## config.mk

```make
export PLATFORM = sky130hd
export DESIGN_NAME = req_ack_window_monitor
export DESIGN_NICKNAME = d
export VERILOG_FILES = /design/src/rtl/req_ack_window_monitor.sv
export SDC_FILE = /design/constraint.sdc
export NUM_CORES = 1
export LEC_CHECK = 0
export ABC_AREA = 1
export CAP_MARGIN = 5
export CORE_UTILIZATION = 38
export CTS_CLUSTER_DIAMETER = 150
export DETAILED_ROUTE_END_ITERATION = 12
export PLACE_DENSITY_LB_ADDON = 0.1
export SKIP_LAST_GASP = 1
export SYNTH_ARGS = -nofsm -noshare
export SYNTH_HDL_FRONTEND = slang
export SYNTH_SLANG_ARGS = --single-unit
```

## constraint.sdc

```tcl
create_clock -name clk -period 1.5 [get_ports clk]
set_clock_uncertainty 0.15 [all_clocks]
set_input_delay 0.3 -clock clk [delete_from_list [all_inputs] [get_ports clk]]
set_output_delay 0.3 -clock clk [all_outputs]
set_load 0.01 [all_outputs]
```

## src/rtl/req_ack_window_monitor.sv

```systemverilog
// req_ack_window_monitor
//   Per-channel request/acknowledge timing monitor. Each channel tracks one
//   attempt at a time: a req opens the attempt and the matching ack must
//   arrive between MIN_DLY and MAX_DLY cycles later. The result of each
//   attempt is reported as a one-cycle pulse.
//
//   Optional feature: define REQ_ACK_MON_STATS_EN to build saturating 16-bit
//   per-channel failure counters. Without it, fail_cnt is tied to 0.
//
// Ports
//   clk           sole clock, rising edge
//   rst           synchronous active-high reset
//   req[NCH]      per-channel request
//   ack[NCH]      per-channel acknowledge
//   eot           end-of-test strobe, shared by all channels
//   busy[NCH]     attempt pending
//   pass[NCH]     pulse: ack arrived inside the window
//   fail_early    pulse: ack before MIN_DLY
//   fail_timeout  pulse: no ack by MAX_DLY
//   fail_eot      pulse: attempt still pending at eot (STRONG=1 only)
//   any_fail      OR of all fail_* pulses of this cycle
//   fail_cnt      per-channel failure counters, lane i at [16i+15:16i]
//
// state | meaning
// IDLE  | no attempt pending, waiting for req
// WAIT  | attempt pending, cnt = cycles since the starting req

module req_ack_window_monitor #(
    parameter int NCH     = 2,
    parameter int MIN_DLY = 1,
    parameter int MAX_DLY = 5,
    parameter int STRONG  = 1
) (
    input  logic               clk,
    input  logic               rst,
    input  logic [NCH-1:0]     req,
    input  logic [NCH-1:0]     ack,
    input  logic               eot,
    output logic [NCH-1:0]     busy,
    output logic [NCH-1:0]     pass,
    output logic [NCH-1:0]     fail_early,
    output logic [NCH-1:0]     fail_timeout,
    output logic [NCH-1:0]     fail_eot,
    output logic               any_fail,
    output logic [16*NCH-1:0]  fail_cnt
);

    localparam int CW = $clog2(MAX_DLY + 1);

    localparam logic [0:0] ST_IDLE = 1'b0;
    localparam logic [0:0] ST_WAIT = 1'b1;

    localparam logic [CW-1:0] MIN_K = CW'(MIN_DLY);
    localparam logic [CW-1:0] MAX_K = CW'(MAX_DLY);
    localparam logic [CW-1:0] ONE_K = CW'(1);

    logic [NCH-1:0]         state_q, state_d;
    logic [NCH-1:0][CW-1:0] cnt_q, cnt_d;
    logic [NCH-1:0]         pass_q, pass_d;
    logic [NCH-1:0]         fail_early_q, fail_early_d;
    logic [NCH-1:0]         fail_timeout_q, fail_timeout_d;
    logic [NCH-1:0]         fail_eot_q, fail_eot_d;

    always_comb begin
        state_d        = state_q;
        cnt_d          = cnt_q;
        pass_d         = '0;
        fail_early_d   = '0;
        fail_timeout_d = '0;
        fail_eot_d     = '0;
        for (int i = 0; i < NCH; i++) begin
            if (eot) begin
                // eot overrides everything, including a req in the same cycle
                state_d[i] = ST_IDLE;
                cnt_d[i]   = '0;
                if (state_q[i] == ST_WAIT && STRONG != 0) begin
                    fail_eot_d[i] = 1'b1;
                end
            end else if (state_q[i] == ST_WAIT) begin
                if (ack[i] || cnt_q[i] == MAX_K) begin
                    if (ack[i]) begin
                        if (cnt_q[i] >= MIN_K) begin
                            pass_d[i] = 1'b1;
                        end else begin
                            fail_early_d[i] = 1'b1;
                        end
                    end else begin
                        fail_timeout_d[i] = 1'b1;
                    end
                    // a req in the resolving cycle chains straight into a new attempt
                    if (req[i]) begin
                        cnt_d[i] = ONE_K;
                    end else begin
                        state_d[i] = ST_IDLE;
                        cnt_d[i]   = '0;
                    end
                end else begin
                    cnt_d[i] = cnt_q[i] + ONE_K;
                end
            end else if (req[i]) begin
                // ack in the starting cycle is deliberately ignored
                state_d[i] = ST_WAIT;
                cnt_d[i]   = ONE_K;
            end
        end
    end

    always_ff @(posedge clk) begin
        if (rst) begin
            state_q        <= '0;
            cnt_q          <= '0;
            pass_q         <= '0;
            fail_early_q   <= '0;
            fail_timeout_q <= '0;
            fail_eot_q     <= '0;
        end else begin
            state_q        <= state_d;
            cnt_q          <= cnt_d;
            pass_q         <= pass_d;
            fail_early_q   <= fail_early_d;
            fail_timeout_q <= fail_timeout_d;
            fail_eot_q     <= fail_eot_d;
        end
    end

    assign busy         = state_q;
    assign pass         = pass_q;
    assign fail_early   = fail_early_q;
    assign fail_timeout = fail_timeout_q;
    assign fail_eot     = fail_eot_q;
    assign any_fail     = |(fail_early_q | fail_timeout_q | fail_eot_q);

`ifdef REQ_ACK_MON_STATS_EN
    logic [16*NCH-1:0] fail_cnt_q, fail_cnt_d;
    logic [NCH-1:0]    fail_any_d;

    assign fail_any_d = fail_early_d | fail_timeout_d | fail_eot_d;

    // counters advance on the same edge that registers the fail pulse
    always_comb begin
        fail_cnt_d = fail_cnt_q;
        for (int i = 0; i < NCH; i++) begin
            if (fail_any_d[i] && fail_cnt_q[16*i +: 16] != 16'hFFFF) begin
                fail_cnt_d[16*i +: 16] = fail_cnt_q[16*i +: 16] + 16'd1;
            end
        end
    end

    always_ff @(posedge clk) begin
        if (rst) begin
            fail_cnt_q <= '0;
        end else begin
            fail_cnt_q <= fail_cnt_d;
        end
    end

    assign fail_cnt = fail_cnt_q;
`else
    assign fail_cnt = '0;
`endif

endmodule

```

---- After elaboration in Yosys (flattened, before gate mapping) ----
Index checks and enable logic that the tools add are counted.
W data, S select, Z words.
cells by class
  add/subtract/negate cells ............... 2
  magnitude comparators ................... 2
  equality and inequality tests ........... 2
  muxes and demuxes ....................... 22
  bitwise operators ....................... 9
  reductions and logical operators ........ 11
operator list
  operator               number
  $mux W3                6
  $mux W1                16
  $reduce_or A5 Y1       2
  $reduce_or A4 Y1       2
  $not A1 Y1             7
  $add A3 B1 Y3 const B  2
  $eq A3 B3 Y1 const B   2
  $ge A3 B1 Y1 const B   2
  $reduce_or A2 Y1       3
  $or A2 B2 Y2           2
  $reduce_bool A2 Y1     2
  $logic_or A1 B1 Y1     2
word-level totals
  flip-flop bits (word level) ............. 16
  input port bits ......................... 7
  output and inout port bits .............. 43
  logic and storage cells ................. 58

---- Longest topological paths before layout ----
  depth in word-level cells ............... 4
  gate-level depth with buffers ........... 7
  gate-level depth less buffers ........... 7

---- Worst setup path before layout ----
No wires, ideal clock.
  path kind ............................... register to register
  start point ............................. reg cnt_q[1] (netlist bit)
  end point ............................... reg cnt_q[0] (netlist bit)
  library setup time ...................... 0.117 ns
  arrival ................................. 0.921 ns
  data required time ...................... 1.233 ns
  setup slack ............................. 0.312 ns
  stages on the path, launching flop included .. 7
  path buffers ............................ 0
  clock period less this slack ............ 1.188 ns
  cells stage by stage .................... dfxtp_1 > inv_1 > ha_1 > nand2_1 > nand3_2 > o21ai_0 > nor2_1
between the ends
  longest elaborated chain between the ends .. 4
ends and longest elaborated chain
  what                    RTL line  text
  start, declared         58        logic [NCH-1:0][CW-1:0] cnt_q, cnt_d;
  start signal, assigned  118       cnt_q <= cnt_d;
  $eq A3 B3 Y1            80        if (ack[i] || cnt_q[i] == MAX_K) begin
  $logic_or A1 B1 Y1      80
  $mux W3                 80
  $mux W3                 79        end else if (state_q[i] == ST_WAIT) begin
No other way between the ends.
A chain may end at the register's enable or synchronous reset.

---- Final worst setup path ----
  start point ............................. reg fail_timeout_q[0] (netlist: fail_timeout[0])
  end point ............................... out any_fail
between the ends
  longest elaborated chain between the ends .. 3
ends and longest elaborated chain
  what                       RTL line  text
  start, declared            61        logic [NCH-1:0] fail_timeout_q, fail_timeout_d;
  start signal, assigned     121       fail_timeout_q <= fail_timeout_d;
  $or A2 B2 Y2 (2 in a row)  131       assign any_fail = |(fail_early_q | fail_timeout_q | fail_eot_q);
  $reduce_or A2 Y1           131
  end, declared              44        output logic any_fail,
No other way between the ends.

==> flow_metrics.py <==
metrics = {
    "status": {
        "outcome": "completed",
    },
    "synth": {
        "synth_top_area_share_pct": 34.64,
        "synth_commonest_cells": "buf_4 (32), dfxtp_1 (16), nor2_1 (13), nand2_1 (11), inv_1 (10)",
        "synth_edf_count": 0,
        "syn_area_per_cell_um2": 7.770,
        "synth_top_area_cell": "dfxtp_1",
        "syn_area_um2": 924.6,
        "async_reset_ff_share_pct": 0,
        "synth-warning-count": 0,
        "ys_top_cells_by_area": "dfxtp_1 (35%), buf_4 (26%), ha_1 (5.4%), nor2_1 (5.3%), nand2_1 (4.5%)",
        "synth_top_flop_cell": "dfxtp_1",
        "synth_seq_cells": 16,
        "ys_types": 20,
        "synth.most_common_cell": "buf_4",
        "ys_seq_area_share_pct": 34.64,
        "synthCells": 119,
    },
    "timing": {
        "rsz0062_at_grt": "no",
        "fmax_mhz": 712.2,
        "slew_viol_final": 0,
        "post-route-period-util_pct": 93.61,
        "hold_viol_final": 0,
        "period_minus_slack_ns": 1.404,
        "finalSetupViolCount": 0,
        "fin_hold_ws_ns": 0.3499,
    },
    "clock_tree": {
        "cts_resized": 11,
        "hold_buffers": 0,
        "clkSlewWorstSetupHoldPaths_ns": 0.09,
        "clock-root-buffer": "clkbuf_4",
        "clockBufferDepth": 2,
        "postCtsSetupRepairBufs": 0,
        "cts_made_buffers": 3,
        "cts_max_level": 1,
        "clock_latency_ns": 0.27,
        "cts_tree": "built",
        "clock-sinks": 16,
    },
    "routing": {
        "avgViaCountPerCell": 4.235,
        "dr.first_iter.drc_count": 4,
        "routed_wl_um": 1438,
        "avgRoutedWirePerCell_um": 8.459,
        "vias": 720,
        "drtPass1Iterations": 4,
        "post-route-drc-count": 0,
        "drtAntennaViolNets": 0,
    },
    "die": {
        "die-area_um2": 2635,
        "die_w_um": 51.33,
        "core-area_um2": 2255,
        "start_util_pct": 41.01,
        "placementRows": 17,
        "dieHeight_um": 51.33,
        "pin_count": 50,
    },
    "power": {
        "p_per_area_nw_per_um2": 738.1,
        "vdd_drop_max_mv": 0.2906,
        "power.total_mw": 0.7721,
        "p_leak_nw": 0.5553,
    },
    "place": {
        "place_area_um2": 1036,
        "dp_cells": 167,
        "place_congestion": 0.7456,
        "dp_hpwl_um": 1161,
        "port-buffer-count": 17,
    },
    "worst_setup_path": {
        "cp.required_ns": 1.05,
        "max_stage_delay_ns": 0.33,
        "critical_path_class": "reg -> out",
        "worstPathArrival_ns": 0.95,
        "cp_cell_sequence": "nor3_2 > nand2_1 > clkbuf_2",
        "cp_max_fo": 2,
        "endpoint_kind": "output pin",
        "crit_path_start_kind": "register",
        "cp_slowest_cell": "dfxtp_1",
    },
    "global_route": {
        "antenna_found_initial": 0,
        "grt_max_degree": 9,
        "grt_pass1_wl_um": 2208,
        "grt_pass1_vias": 536,
        "grt_overflow": 0,
        "grt_usage_pct": 11.56,
    },
    "cells_and_area": {
        "fin_util_pct": 46.39,
        "nNetsFinal": 155,
        "area_growth_pct": 13.13,
        "antenna_cells": 0,
        "layout.cells.non_filler": 170,
        "layout-drive-gt1-share_pct": 11.27,
        "final_area_um2": 1046,
    },
    "min_path": {
        "hold_path.class": "reg -> reg",
    },
    "run": {
        "maxCapViolations": 0,
    },
}
## layout make-up
| cell class | instances | area (µm²) |
|---|---|---|
| Fill cell | 245 | 1209 |
| Multi-Input combinational cell | 89 | 436.7 |
| Sequential cell | 16 | 320.3 |
| Timing Repair Buffer | 21 | 182.7 |
| Inverter | 13 | 48.80 |
| Tap cell | 28 | 35.03 |
| Clock buffer | 3 | 22.52 |
## routing by layer
layer / vias up / wire, µm / GRT usage, % / share of wire [%]
met2: 49 / 670 / 18.86 / 47
met5: - / 0 / 0 / 0
met4: 0 / 14 / 8.108 / 0.97
li1: 360 / - / - / -
met3: 2 / 147 / 2.083 / 10
met1: 309 / 605 / 13.56 / 42
## worst max-delay path: cells and delay by family (launching register included)
kind | cells | cell delay (ns)
buf+inv | 1 | 0.12
flops | 1 | 0.33
simple gates | 2 | 0.22
## flip-flops by register name (all words and copies together), names as in the netlist
register and flops:
cnt_q 6, busy 2, fail_early 2, fail_eot 2, fail_timeout 2, pass 2
## metrics by stage
step	setup slack [ns]	TNS, ns
after global routing	0.02497	0
after CTS	-0.1015	-0.1015
final	0.09586	0
after global placement	0.01014	0
after detailed placement	0.01231	0
after floorplan	0.3122	0
## logic make-up after synthesis
family	synth area share, %
compound gates	5.006
simple gates	22.33
flops	34.64
fa+ha+maj	5.413
other cells	0.4056
xor+xnor	0.9474
buf+inv	31.26
## cell usage in the layout (no fill, tap or decap), drive strengths merged, types with 6 or more instances in the layout
cell type	synthesis	layout
a21oi	7	7
dlygate4sd2	0	10
nor3	6	6
clkdlybuf4s50	0	6
dfxtp	16	16
nand3	8	8
nor2	14	14
inv	13	13
nand2	12	12
conb	1	32
## path summary, 6_finish.rpt
check | startpoint | slack (ns) | to | cells past startpoint
hold reg to reg | cnt_q[1] | 0.35 | cnt_q[1] | 2
hold / removal | cnt_q[1] | 0.35 | cnt_q[1] | 2
setup reg to reg | cnt_q[4] | 0.17 | cnt_q[3] | 7
setup / recovery | fail_timeout[0] | 0.1 | any_fail | 3
## report_power, final
| part | total [mW] | switching, mW | internal [mW] |
|---|---|---|---|
| Clock | 0.216 | 0.123 | 0.0930 |
| Sequential | 0.437 | 0.00537 | 0.432 |
| Combinational | 0.119 | 0.0793 | 0.0401 |
| Total | 0.772 | 0.208 | 0.565 |
Power figures use the tool's default switching activity.
